[config.mk]
export PLATFORM = sky130hd
export DESIGN_NAME = givens_rotator_flat
export DESIGN_NICKNAME = d
export VERILOG_FILES = /design/src/rtl/pca_pkg.sv /design/src/rtl/givens_rotator_if.sv /design/src/rtl/givens_mac.sv /design/src/rtl/givens_rotator.sv /design/src/flat_wrapper.sv
export SDC_FILE = /design/constraint.sdc
export NUM_CORES = 1
export LEC_CHECK = 0
export ABC_AREA = 1
export CORE_UTILIZATION = 40
export CTS_CLUSTER_DIAMETER = 60
export CTS_CLUSTER_SIZE = 28
export DETAILED_ROUTE_END_ITERATION = 8
export HOLD_SLACK_MARGIN = 0.12
export PLACE_DENSITY = 0.6
export SETUP_SLACK_MARGIN = 0.15
export SLEW_MARGIN = 0
export SYNTH_ARGS = -nofsm -noshare
export SYNTH_HDL_FRONTEND = slang
export SYNTH_SLANG_ARGS = --single-unit
[constraint.sdc]
create_clock -name clk -period 13.9 [get_ports clk]
set_input_delay 2.085 -clock clk [delete_from_list [all_inputs] [get_ports clk]]
set_output_delay 2.085 -clock clk [all_outputs]
set_load 0.02 [all_outputs]
[src/rtl/pca_pkg.sv]
// pca_pkg: shared Q1.7 sample type, FSM states and fixed-point limits for the Givens rotator.
package pca_pkg;
  localparam int FRAC_BITS = 7;
  localparam int SAT_MAX = 127;
  localparam int SAT_MIN = -128;
  typedef logic signed [7:0] q17_t;
  typedef enum logic [1:0] {IDLE, ROTATE, DRAIN, DONE} state_t;
endpackage

[src/rtl/givens_rotator_if.sv]
// givens_rotator_if: coefficient load, element-pair input and result output handshakes.
interface givens_rotator_if;
  import pca_pkg::*;
  logic sincos_valid;
  q17_t cosine_data;
  q17_t sine_data;
  logic row_valid;
  logic row_ready;
  q17_t x_p;
  q17_t x_q;
  logic out_valid;
  logic out_ready;
  q17_t y_p;
  q17_t y_q;
  logic busy;
  logic done;
  modport master (
    output sincos_valid, cosine_data, sine_data, row_valid, x_p, x_q, out_ready,
    input row_ready, out_valid, y_p, y_q, busy, done
  );
  modport slave (
    input sincos_valid, cosine_data, sine_data, row_valid, x_p, x_q, out_ready,
    output row_ready, out_valid, y_p, y_q, busy, done
  );
endinterface

[src/rtl/givens_mac.sv]
// givens_mac: one rotation lane, a*xa +/- b*xb, shifted by FRAC_BITS and saturated, two pipeline stages.
// Define GIVENS_ROUND_EN for round-half-up; otherwise the shift truncates toward minus infinity.
module givens_mac
  import pca_pkg::*;
#(
  parameter bit SUB = 1'b0
) (
  input  logic clk,
  input  logic rst_n,
  input  logic en,
  input  q17_t a,
  input  q17_t xa,
  input  q17_t b,
  input  q17_t xb,
  output q17_t y
);
  logic signed [15:0] pa, pb;
  logic signed [16:0] sum, adj;
  logic signed [9:0] sh;
  q17_t sat;
  // subtracting the product avoids ever negating s, so s = -128 stays exact
  assign sum = SUB ? 17'(pa) - 17'(pb) : 17'(pa) + 17'(pb);
`ifdef GIVENS_ROUND_EN
  assign adj = sum + 17'sd64;
`else
  assign adj = sum;
`endif
  assign sh = 10'(adj >>> FRAC_BITS);
  assign sat = sh > 10'(SAT_MAX) ? 8'(SAT_MAX) : sh < 10'(SAT_MIN) ? 8'(SAT_MIN) : sh[7:0];
  always_ff @(posedge clk or negedge rst_n)
    if (!rst_n) begin
      pa <= '0;
      pb <= '0;
      y  <= '0;
    end else if (en) begin
      pa <= 16'(a) * 16'(xa);
      pb <= 16'(b) * 16'(xb);
      y  <= sat;
    end
endmodule

[src/rtl/givens_rotator.sv]
// givens_rotator: applies a latched Givens rotation (c, s) to N_COLS element pairs with a 2-stage stallable pipeline.
module givens_rotator
  import pca_pkg::*;
#(
  parameter int N_COLS = 4
) (
  input logic clk,
  input logic rst_n,
  givens_rotator_if.slave bus
);
  state_t state, nxt;
  q17_t c, s;
  logic [8:0] cnt, ocnt;
  logic v1, stall, en, acc, hs;
  assign stall = bus.out_valid & ~bus.out_ready;
  assign en = ~stall;
  assign bus.row_ready = state == ROTATE && cnt < 9'(N_COLS) && !stall;
  assign acc = bus.row_valid & bus.row_ready;
  assign hs = bus.out_valid & bus.out_ready;
  assign bus.busy = state != IDLE;
  assign bus.done = state == DONE;
  always_comb
    nxt = state == IDLE   ? (bus.sincos_valid ? ROTATE : IDLE) :
          state == ROTATE ? (acc && cnt == 9'(N_COLS - 1) ? DRAIN : ROTATE) :
          state == DRAIN  ? (hs && ocnt == 9'(N_COLS - 1) ? DONE : DRAIN) : IDLE;
  always_ff @(posedge clk or negedge rst_n)
    if (!rst_n) begin
      state         <= IDLE;
      c             <= '0;
      s             <= '0;
      cnt           <= '0;
      ocnt          <= '0;
      v1            <= 1'b0;
      bus.out_valid <= 1'b0;
    end else begin
      state <= nxt;
      if (state == IDLE && bus.sincos_valid) begin
        c    <= bus.cosine_data;
        s    <= bus.sine_data;
        cnt  <= '0;
        ocnt <= '0;
      end else begin
        if (acc) cnt <= cnt + 9'd1;
        if (hs) ocnt <= ocnt + 9'd1;
      end
      if (en) begin
        v1            <= acc;
        bus.out_valid <= v1;
      end
    end
  givens_mac #(.SUB(1'b0)) mac_p (
    .clk(clk), .rst_n(rst_n), .en(en),
    .a(c), .xa(bus.x_p), .b(s), .xb(bus.x_q), .y(bus.y_p)
  );
  givens_mac #(.SUB(1'b1)) mac_q (
    .clk(clk), .rst_n(rst_n), .en(en),
    .a(c), .xa(bus.x_q), .b(s), .xb(bus.x_p), .y(bus.y_q)
  );
endmodule

[src/flat_wrapper.sv]
// flat-port wrapper written by rule: the top's interface ports become plain ports
module givens_rotator_flat import pca_pkg::*;
#(
  parameter int N_COLS = 4
)
  (clk, rst_n, bus_sincos_valid, bus_cosine_data, bus_sine_data, bus_row_valid, bus_x_p, bus_x_q, bus_out_ready, bus_row_ready, bus_out_valid, bus_y_p, bus_y_q, bus_busy, bus_done);
  givens_rotator_if bus_i ();
  input logic clk;
  input logic rst_n;
  input wire logic [$bits(bus_i.sincos_valid)-1:0] bus_sincos_valid;
  input wire logic [$bits(bus_i.cosine_data)-1:0] bus_cosine_data;
  input wire logic [$bits(bus_i.sine_data)-1:0] bus_sine_data;
  input wire logic [$bits(bus_i.row_valid)-1:0] bus_row_valid;
  input wire logic [$bits(bus_i.x_p)-1:0] bus_x_p;
  input wire logic [$bits(bus_i.x_q)-1:0] bus_x_q;
  input wire logic [$bits(bus_i.out_ready)-1:0] bus_out_ready;
  output wire logic [$bits(bus_i.row_ready)-1:0] bus_row_ready;
  output wire logic [$bits(bus_i.out_valid)-1:0] bus_out_valid;
  output wire logic [$bits(bus_i.y_p)-1:0] bus_y_p;
  output wire logic [$bits(bus_i.y_q)-1:0] bus_y_q;
  output wire logic [$bits(bus_i.busy)-1:0] bus_busy;
  output wire logic [$bits(bus_i.done)-1:0] bus_done;
  assign bus_i.sincos_valid = bus_sincos_valid;
  assign bus_i.cosine_data = bus_cosine_data;
  assign bus_i.sine_data = bus_sine_data;
  assign bus_i.row_valid = bus_row_valid;
  assign bus_i.x_p = bus_x_p;
  assign bus_i.x_q = bus_x_q;
  assign bus_i.out_ready = bus_out_ready;
  assign bus_row_ready = bus_i.row_ready;
  assign bus_out_valid = bus_i.out_valid;
  assign bus_y_p = bus_i.y_p;
  assign bus_y_q = bus_i.y_q;
  assign bus_busy = bus_i.busy;
  assign bus_done = bus_i.done;
  givens_rotator #(.N_COLS(N_COLS)) u_core (.clk(clk), .rst_n(rst_n), .bus(bus_i));
endmodule
==> out/results.ini, run 1 <==
[outcome]
status = complete, but fails checks
violations = design-rule violations

[placed_design]
preCtsSetupSlack_ns = 6.58
hpwl_mm = 32.6
port_buffers = 56
post_dp_cell_area_sq_mm = 0.0177
gp_congestion = 0.885

[die]
design.core.area_sq_mm = 0.0411
io_pins = 57
start_util = 0.408
die_h_microns = 207
die_w_microns = 207
row_count = 74
dieArea_sq_mm = 0.0427

[cts]
root_buffer = clkbuf_16
h-tree-depth = 4
insertion_delay_ns = 0.45
cts_hold_buf = 0
post-cts-setup-buffers = 0
clkSlewWorstSetupHoldPaths_ns = 0.06
clock-sinks = 118
cts.path.max_buffers = 2
cts_tree = built
cts-buffers-inserted = 17
cts_resized = 0

[drt]
vias = 13600
wl_mm = 40.9
first_pass_iters = 7
antenna_left = 0
wl_per_cell_microns = 14.5
drt_iter0_markers = 998
remaining_drc_errors = 1
detail_route.vias_per_cell = 4.81

[power_and_ir_drop]
p_per_area_mw_per_mm2 = 61.7
peakVddDrop_mv = 0.0783
leakage_nw = 10.7

[logic_synthesis]
synth_fa_ha_area_frac = 0.373
synth_xor_area_frac = 0.0240
syn_nets = 2681
syn_inst = 2276
synth_top_family_by_area = adder cells
synth_seq_area_share = 0.176
yosys-mux-area-fraction = 0
synth_simple_gate_area_frac = 0.204
ys_ff_latch = 118
syn_area_sq_mm = 0.0168
yosys_warnings = 0
synth_compound_area_frac = 0.0641
avgSynthCellArea_sq_um = 7.36
synth_cell_types = 38

[critical_path]
rr_worst_depth = 16
cp-end-kind = flop
crit_required_ns = 14.23
worstSetupPathType = input pin to flop
arrival_ns = 7.25
crit_path_start_kind = input pin
cp_max_fo = 16

[global_route]
grt_max_degree = 73
antenna_found_initial = 0
grt_pass1_wl_mm = 69.5
grt_overflow = 0
grt_pass1_vias = 14000
grt_usage = 0.208

[sta]
finalHoldViolations = 0
setup_viol = 0
slew_headroom = 0.303
tightest_slew_ns = 1.04
fin_crit_sh = 0.498
min_period_ns = 6.92
holdWs_ns = 0.448
rsz0062_at_grt = false
drv_slew = 0
clock.fmax_mhz = 144
clock_skew_ns = 0.0118
fin_tns_setup_ns = 0
fin_ws_ns = 6.98

[finish]
drive_gt1_frac = 0.0332
finish.utilization = 0.447
antenna_cells = 0
finalNetCount = 2684
area_growth_pct = 9.65
postLayoutCellArea_sq_mm = 0.0184

[min_path]
hold_depth = 2
hold_class = flop to flop

[job]
drv_cap = 0

## layer usage
metal / vias up / part of all wire / global-route usage / wire length [microns]
met5: - / 0 / 0 / 0
met4: 0 / 0.018 / 0.0596 / 728
met3: 37 / 0.055 / 0.0311 / 2260
met2: 326 / 0.44 / 0.328 / 18100
met1: 6577 / 0.48 / 0.296 / 19800
li1: 6653 / - / - / -
## cells by family (layout without fill, tap and decap cells)
| family | count (synthesis) | count (layout) |
|---|---|---|
| adders and majority gates | 368 | 368 |
| buffers and inverters | 705 | 721 |
| AOI/OAI and AO/OA | 194 | 194 |
| and+or+nand+nor | 845 | 845 |
| xor gates and xnor gates | 46 | 46 |
| DFF | 118 | 118 |
## layout make-up
cell class / count / area (sq um)
well taps: 532 / 666
fillers: 4243 / 22700
multi-input cells: 1453 / 11200
repair buffers: 65 / 626
clock inverters: 13 / 195
clock buffers: 19 / 433
flip-flops and latches: 118 / 2950
inverters: 624 / 2340
## where the power goes
part / switching, mW / internal [mW] / total, mW
Combinational: 0.161 / 0.100 / 0.261
Sequential: 0.0163 / 0.370 / 0.386
Clock: 0.185 / 0.302 / 0.487
## placed cells by master, fill, tap and decap left out, types with 3 or more instances in the layout
| cell | Yosys | routed |
|---|---|---|
| nor3_1 | 18 | 18 |
| o21ai_0 | 72 | 72 |
| xnor2_1 | 22 | 22 |
| or2_2 | 9 | 9 |
| xor2_1 | 24 | 24 |
| buf_4 | 0 | 10 |
| fa_1 | 220 | 220 |
| a21oi_1 | 77 | 77 |
| inv_6 | 0 | 4 |
| nand3_1 | 58 | 58 |
| a31oi_1 | 10 | 10 |
| o31ai_1 | 3 | 3 |
| nand2_1 | 609 | 609 |
| dfrtp_1 | 118 | 118 |
| clkinvlp_4 | 0 | 3 |
| a21o_1 | 3 | 3 |
| clkdlybuf4s50_1 | 0 | 55 |
| inv_1 | 623 | 622 |
| nand2_2 | 9 | 9 |
| o21bai_1 | 8 | 8 |
| bufinv_16 | 0 | 4 |
| nand3b_1 | 7 | 7 |
| a21oi_2 | 9 | 9 |
| nor2_1 | 112 | 111 |
| clkbuf_16 | 0 | 17 |
| o22ai_1 | 4 | 4 |
| and3_1 | 3 | 3 |
| ha_1 | 148 | 148 |
| nand4_1 | 12 | 12 |
## path summary, 6_finish.rpt
| kind | startpoint | endpoint | slack (ns) |
|---|---|---|---|
| worst max-delay path | bus_x_p[0] | u_core.mac_p.pa[11] | 6.98 |
| worst min-delay path | u_core.v1 | u_core.bus.out_valid | 0.45 |
| worst max register to register | u_core.c[4] | u_core.mac_p.pa[11] | 8.84 |
| worst min register to register | u_core.v1 | u_core.bus.out_valid | 0.45 |
| max in group asynchronous | rst_n | u_core.mac_q.pb[1] | 10.82 |
| min in group asynchronous | rst_n | u_core.mac_q.y[6] | 1.66 |
## critical path: stages
cell and delay (ns):
clkdlybuf4s50_1 0.92, nand2_1 0.24, inv_1 0.11, ha_1 0.44, inv_1 0.15, fa_1 0.54
inv_1 0.05, fa_1 0.47, inv_1 0.05, fa_1 0.53, inv_1 0.04, ha_1 0.34
a21oi_1 0.21, o21ai_0 0.15, a21oi_1 0.29, o21ai_0 0.15, or2_2 0.29, nand3_1 0.12
nand2_1 0.06
## metrics by stage
stage          total power [mW]  instances
5_1_grt                    1.20       2824
2_1_floorplan             0.557       2276
3_5_place_dp              0.654       2792
6_report                   1.13       2824
3_3_place_gp              0.650       2792
4_1_cts                    1.15       2824
## sequential cells by signal (all words and copies together), names as in the netlist
register	cells
u_core.mac_q.pb	16
u_core.ocnt	9
u_core.c	8
u_core.s	8
u_core.mac_p.pb	16
u_core.v1	1
u_core.cnt	9
u_core.mac_q.y	8
u_core.mac_q.pa	16
u_core.state	2
u_core.mac_p.y	8
u_core.mac_p.pa	16
u_core.bus.out_valid	1
## synthesized netlist by cell type, drive strengths merged
cell type,number,area share
a31oi,10,0.0037
o21a,2,0.00090
nand2,619,0.14
ha,148,0.11
o311ai,1,0.00052
o31ai,3,0.0013
dfrtp,118,0.18
o21bai,8,0.0036
nor3,20,0.0066
o21ai,74,0.022
inv,624,0.14
a21boi,1,0.00045
a211oi,1,0.00045
nand3,60,0.019
a21oi,86,0.028
nand4,12,0.0045
a21o,3,0.0013
and3,3,0.0011
fa,220,0.26
o211ai,1,0.00045
buf,7,0.0019
nand3b,7,0.0031
nor2,113,0.025
nor4,2,0.00075
o22ai,4,0.0015
clkbuf,74,0.017
or2,9,0.0034
xor2,24,0.013
xnor2,22,0.012
(Power assumes the default switching activity.)
==> inputs of run 2 (changes only) <==
- PLACE_DENSITY: 0.6 -> 0.62
- clock period: 13.9 -> 5.85 ns (I/O delays scaled with it)
==> run 2 against run 1 <==
Net effect: the run now ends clean; die area did not move; highest routed layer unchanged; routed wire length rose by 1.3%; sequential power rose by 140%.
==> out/results.ini, run 2 (synthesis results as in run 1) <==
[global_route]
grt_overflow = 0  ; unchanged
grt_pass1_vias = 13900  ; -0.86%
grt_max_degree = 83  ; +14%
antenna_found_initial = 0  ; unchanged
grt_pass1_wl_mm = 70.6  ; +1.5%
grt_usage = 0.213  ; +0.00512

[die]
io_pins = 57  ; unchanged
die_w_microns = 207  ; unchanged
design.core.area_sq_mm = 0.0411  ; unchanged
start_util = 0.408  ; unchanged
dieArea_sq_mm = 0.0427  ; unchanged
row_count = 74  ; unchanged
die_h_microns = 207  ; unchanged

[cts]
clkSlewWorstSetupHoldPaths_ns = 0.06  ; about the same
cts_resized = 0  ; unchanged
cts_hold_buf = 0  ; unchanged
cts-buffers-inserted = 17  ; unchanged
insertion_delay_ns = 0.45  ; about the same
post-cts-setup-buffers = 0  ; unchanged
clock-sinks = 118  ; unchanged
h-tree-depth = 4  ; unchanged
cts.path.max_buffers = 2  ; unchanged
root_buffer = clkbuf_16
cts_tree = built

[finish]
layout.area.seq_sq_mm = 0.00295  ; unchanged
area_growth_pct = 11.2
antenna_cells = 0  ; unchanged
multiInputGateArea_sq_mm = 0.0112  ; unchanged
drive_gt1_frac = 0.0473  ; +0.0142
layout_common_cells = 622 x inv_1, 609 x nand2_1, 220 x fa_1
layout_commonest_cell = inv_1
finalNetCount = 2716  ; +1.2%
n_fill_cell = 4257  ; +0.33%

[sta]
fin_ws_ns = 0.602  ; -6.38 ns
tightest_slew_ns = 0.990  ; -0.0546 ns
drv_slew = 0  ; unchanged
fin_tns_setup_ns = 0  ; unchanged
min_period_ns = 5.25
finalHoldViolations = 0  ; unchanged
setup_viol = 0  ; unchanged
clock_skew_ns = 0.0125  ; +0.000659 ns
clock.fmax_mhz = 191
rsz0062_at_grt = false
fin_crit_sh = 0.897
slew_headroom = 0.340  ; +0.0372

[drt]
drt_iter0_markers = 864  ; -13%
vias = 13600  ; +0.13%
antenna_left = 0  ; unchanged
remaining_drc_errors = 0  ; -1
wl_per_cell_microns = 14.5  ; +0.19%
detail_route.vias_per_cell = 4.77  ; -0.99%
first_pass_iters = 5  ; -2
wl_mm = 41.4  ; +1.3%

[power_and_ir_drop]
p_seq_frac = 0.343  ; +0.003
p_per_area_mw_per_mm2 = 144  ; +130%
clockPowerShare = 0.422  ; -0.008
intPower_mw = 1.81  ; +130%
switchingPower_uw = 866  ; +140%
comb_power_share = 0.236  ; +0.006
peakVddDrop_mv = 0.188  ; +140%
swShare = 0.323  ; +0.00400
leakage_nw = 10.9  ; +1.6%

[critical_path]
critPathMaxStageDelay_ns = 0.72  ; -0.20 ns
cp-end-kind = flop
worstSetupPathType = input pin to flop
crit_path_frequent_cell = inv_1
r2r_slack_ns = 0.96  ; -7.88 ns
crit_chain = clkdlybuf4s50_1, nand2_1, inv_1, ha_1, inv_1, fa_1, inv_1, fa_1, inv_1, fa_1, inv_1, ha_1, a21oi_1, o21ai_0, a21oi_1, o21ai_0, or2_2, nand3_1, nand2_1
arrival_ns = 5.59  ; -1.66 ns
cp_max_fo = 11  ; -5
crit_required_ns = 6.19  ; -8.04 ns
crit_slowest_cell = clkdlybuf4s50_1
crit_path_start_kind = input pin

[placed_design]
port_buffers = 56  ; unchanged
preCtsSetupSlack_ns = 0.153  ; -6.42 ns
gp_congestion = 0.881  ; -0.45%
hpwl_mm = 33.0  ; +1.1%

[outcome]
status = completed

[job]
drv_cap = 0  ; unchanged

[min_path]
hold_class = flop to flop

==> run 2: changes by cell type in the layout (fill, tap and decap cells not counted), moves of 2 or more <==
cell,previous run,this run
clkbuf_1,2,0
clkinv_2,0,3
buf_4,10,40
inv_6,4,2
buf_12,0,2
==> run 2: path summary, 6_finish.rpt <==
check	to	start	depth (start not counted)
min reg2reg	u_core.bus.out_valid	u_core.v1	2
min in group asynchronous	u_core.mac_q.y[3]	rst_n	1
min	u_core.bus.out_valid	u_core.v1	2
max reg2reg	u_core.mac_p.pa[11]	u_core.c[1]	15
max	u_core.mac_p.pa[11]	bus_x_p[1]	19
max in group asynchronous	u_core.s[6]	rst_n	2
==> run 2: power groups by stage <==
stage / clock network, mW / registers, mW / logic, mW
floorplan: 0 / 0.962 / 0.360
global placement: 0 / 0.930 / 0.626
detailed placement: 0 / 0.932 / 0.634
CTS: 1.16 / 0.918 / 0.638
global route: 1.19 / 0.925 / 0.715
finish: 1.13 / 0.918 / 0.631
==> run 2: area by class of cell <==
type,count,area share
tap,532,0.0357
inverter,624,0.126
timing repair buffer,97,0.0478
multi-input combinational,1453,0.599
clock buffer,18,0.0236
clock inverter,14,0.00941
sequential,118,0.159
==> run 2: per-stage QoR <==
stage / cells / hold WS (ns) / util / area [sq um] / power [mW]
2_1_floorplan: 2276 / 0.420 / - / 16800 / 1.32
3_3_place_gp: 2824 / 0.434 / 0.438 / 18000 / 1.56
3_5_place_dp: 2824 / 0.442 / 0.438 / 18000 / 1.57
4_1_cts: 2856 / 0.451 / 0.453 / 18600 / 2.71
5_1_grt: 2856 / 0.480 / 0.453 / 18600 / 2.83
6_report: 2856 / 0.452 / 0.453 / 18600 / 2.68
==> run 2: per-layer routing <==
| layer | wire, microns | up-vias | GRT usage | share of wire |
|---|---|---|---|---|
| met5 | 0 | - | 0 | 0 |
| met4 | 562 | 0 | 0.0523 | 0.014 |
| met3 | 1650 | 30 | 0.0243 | 0.040 |
| met2 | 18300 | 261 | 0.336 | 0.44 |
| met1 | 20900 | 6593 | 0.312 | 0.50 |
| li1 | - | 6727 | - | - |
==> run 2: critical path: cells and delay by family <==
family / cells / cell delay (ns)
fa+ha+maj: 5 / 2.29
buf+inv: 6 / 1.06
compound gates: 4 / 0.73
simple gates: 4 / 0.59
==> inputs of run 3 (changes only) <==
- CORE_ASPECT_RATIO: not set -> 0.6
==> run 3 against run 2 <==
Net effect: via count decreased by 0.32%; sequential power hardly changed; clock-buffer cell count shrank 1; register-to-register slack got worse by 0.17 ns; combinational power is essentially flat; core utilization increased by 0.18 points; sequential share of layout area about the same; setup slack lost 0.096 ns; die area hardly changed; non-clock buffer count is 2 lower; clock power shrank 4%; critical path type unchanged.
==> out/results.ini, run 3 (synthesis results as in run 1) <==
[min_path]
min-delay-start = u_core.v1
hold_depth = 2  ; unchanged
hold_class = flop to flop
min_to = u_core.bus.out_valid

[cts]
post-cts-setup-buffers = 0  ; unchanged
clkSlewWorstSetupHoldPaths_ns = 0.06  ; about the same
cts-buffers-inserted = 17  ; unchanged
cts_resized = 0  ; unchanged
root_buffer = clkbuf_16
clock-sinks = 118  ; unchanged
cts_tree = built
insertion_delay_ns = 0.45  ; about the same
h-tree-depth = 4  ; unchanged
cts_hold_buf = 0  ; unchanged
cts.path.max_buffers = 2  ; unchanged

[sta]
fin_crit_sh = 0.914  ; +0.0164
rsz0062_at_grt = false
fin_ws_ns = 0.506  ; -0.0957 ns
tightest_slew_ns = 0.928  ; -0.0617 ns
fin_tns_setup_ns = 0  ; unchanged
holdWs_ns = 0.467  ; +0.0151 ns
finalHoldViolations = 0  ; unchanged
clock.fmax_mhz = 187  ; -1.8%
drv_slew = 0  ; unchanged
min_period_ns = 5.34  ; +0.0957 ns
setup_viol = 0  ; unchanged
slew_headroom = 0.381  ; +0.0412
clock_skew_ns = 0.0154  ; +0.00290 ns

[die]
die_h_microns = 161  ; -22%
dieArea_sq_mm = 0.0427  ; about the same
io_pins = 57  ; unchanged
design.core.area_sq_mm = 0.0409  ; -0.59%
die_w_microns = 266  ; +29%
row_count = 57  ; -23%
start_util = 0.410  ; +0.00243

[placed_design]
port_buffers = 56  ; unchanged
preCtsSetupSlack_ns = 0.124  ; -0.0292 ns
gp_congestion = 0.958  ; +8.8%
hpwl_mm = 35.6  ; +7.8%

[job]
drv_cap = 0  ; unchanged

[critical_path]
critPathMaxStageDelay_ns = 0.79  ; +0.07 ns
cp_num_buf_inv = 5  ; -1
arrival_ns = 5.64  ; +0.05 ns
worstSetupPathType = input pin to flop
crit_required_ns = 6.15  ; -0.04 ns
r2r-start = u_core.c[7]
rr_worst_depth = 18  ; +3
crit_path_start_kind = input pin
r2r_end = u_core.mac_p.pa[15]
r2r_slack_ns = 0.79  ; -0.17 ns
crit_chain = clkdlybuf4s50_1, nand2_1, fa_1, inv_1, fa_1, inv_1, fa_1, inv_1, fa_1, ha_1, inv_1, nor3_1, nand3_1, nand4_1, xor2_1, o21ai_0
crit_slowest_cell = fa_1
cp_max_fo = 8  ; -3
critPathTopFamily = adder cells
cp-end-kind = flop

[power_and_ir_drop]
clockPowerShare = 0.410  ; -0.012
leakage_nw = 10.9  ; -0.35%
p_seq_frac = 0.349  ; +0.006
p_per_area_mw_per_mm2 = 142  ; -1.6%
intPower_mw = 1.73  ; -4.7%
peakVddDrop_mv = 0.113  ; -40%
switchingPower_uw = 901  ; +4.1%
comb_power_share = 0.241  ; +0.005
swShare = 0.343  ; +0.0197

[global_route]
grt_usage = 0.218  ; +0.00422
grt_pass1_wl_mm = 73.1  ; +3.6%
grt_max_degree = 70  ; -16%
grt_overflow = 0  ; unchanged
grt_pass1_vias = 14000  ; +1.3%
antenna_found_initial = 0  ; unchanged

[drt]
drt_iter0_markers = 953  ; +10%
remaining_drc_errors = 0  ; unchanged
wl_mm = 43.1  ; +4.1%
wl_per_cell_microns = 15.0  ; +3.2%
detail_route.vias_per_cell = 4.71  ; -1.2%
vias = 13600  ; -0.32%
antenna_left = 0  ; unchanged
first_pass_iters = 5  ; unchanged

[finish]
layout_commonest_cell = inv_1
multiInputGateArea_sq_mm = 0.0112  ; unchanged
antenna_cells = 0  ; unchanged
finalNetCount = 2714  ; -0.074%
layout.area.seq_sq_mm = 0.00295  ; unchanged
layout_common_cells = 622 x inv_1, 609 x nand2_1, 220 x fa_1
finish.utilization = 0.455  ; +0.00176
n_fill_cell = 4101  ; -3.7%
drive_gt1_frac = 0.0465  ; -0.000821
area_growth_pct = 10.9

[outcome]
status = completed

run 3: layout make-up:
cell class	count	share of cell area
clock buffer	17	0.0229
clock inverter	15	0.00835
inverter	624	0.126
multi-input combinational	1453	0.600
sequential	118	0.159
tap	560	0.0377
timing repair buffer	95	0.0458
run 3: stage by stage:
stage	total power, mW	instance area, sq um	instances
floorplan	1.32	16800	2276
global route	2.78	18600	2882
global placement	1.56	18000	2850
detailed placement	1.57	18000	2850
finish	2.63	18600	2882
CTS	2.66	18600	2882
run 3: routing by layer:
metal,vias up,share of wire,track usage
li1,6723,-,-
met3,46,0.060,0.0432
met2,346,0.41,0.318
met4,0,0.020,0.0543
met5,-,0,0
met1,6453,0.51,0.327
run 3: power groups by stage:
stage	registers (mW)	clock network, mW	logic [mW]
floorplan	0.962	0	0.360
global route	0.925	1.14	0.711
CTS	0.919	1.11	0.636
global placement	0.933	0	0.625
finish	0.917	1.08	0.633
detailed placement	0.933	0	0.633
run 3: how the worst max path moves through the flow:
stage | startpoint | end | slack, ns | cells past startpoint
6_report | bus_x_q[2] | u_core.mac_q.pa[15] | 0.51 | 16
5_1_grt | bus_x_q[2] | u_core.mac_q.pa[15] | 0.24 | 16
4_1_cts | bus_x_q[2] | u_core.mac_q.pa[15] | 0.56 | 16
3_5_place_dp | bus_x_q[2] | u_core.mac_q.pa[15] | 0.12 | 16
3_3_place_gp | bus_x_p[4] | u_core.mac_p.pa[15] | 0.22 | 20
2_1_floorplan | bus_x_p[4] | u_core.mac_q.pb[11] | 0.80 | 18
run 3: worst min-delay path, stage by stage, from the launching register on:
cell	delay [ns]
dfrtp_1	0.32
inv_1	0.05
nand2_1	0.06
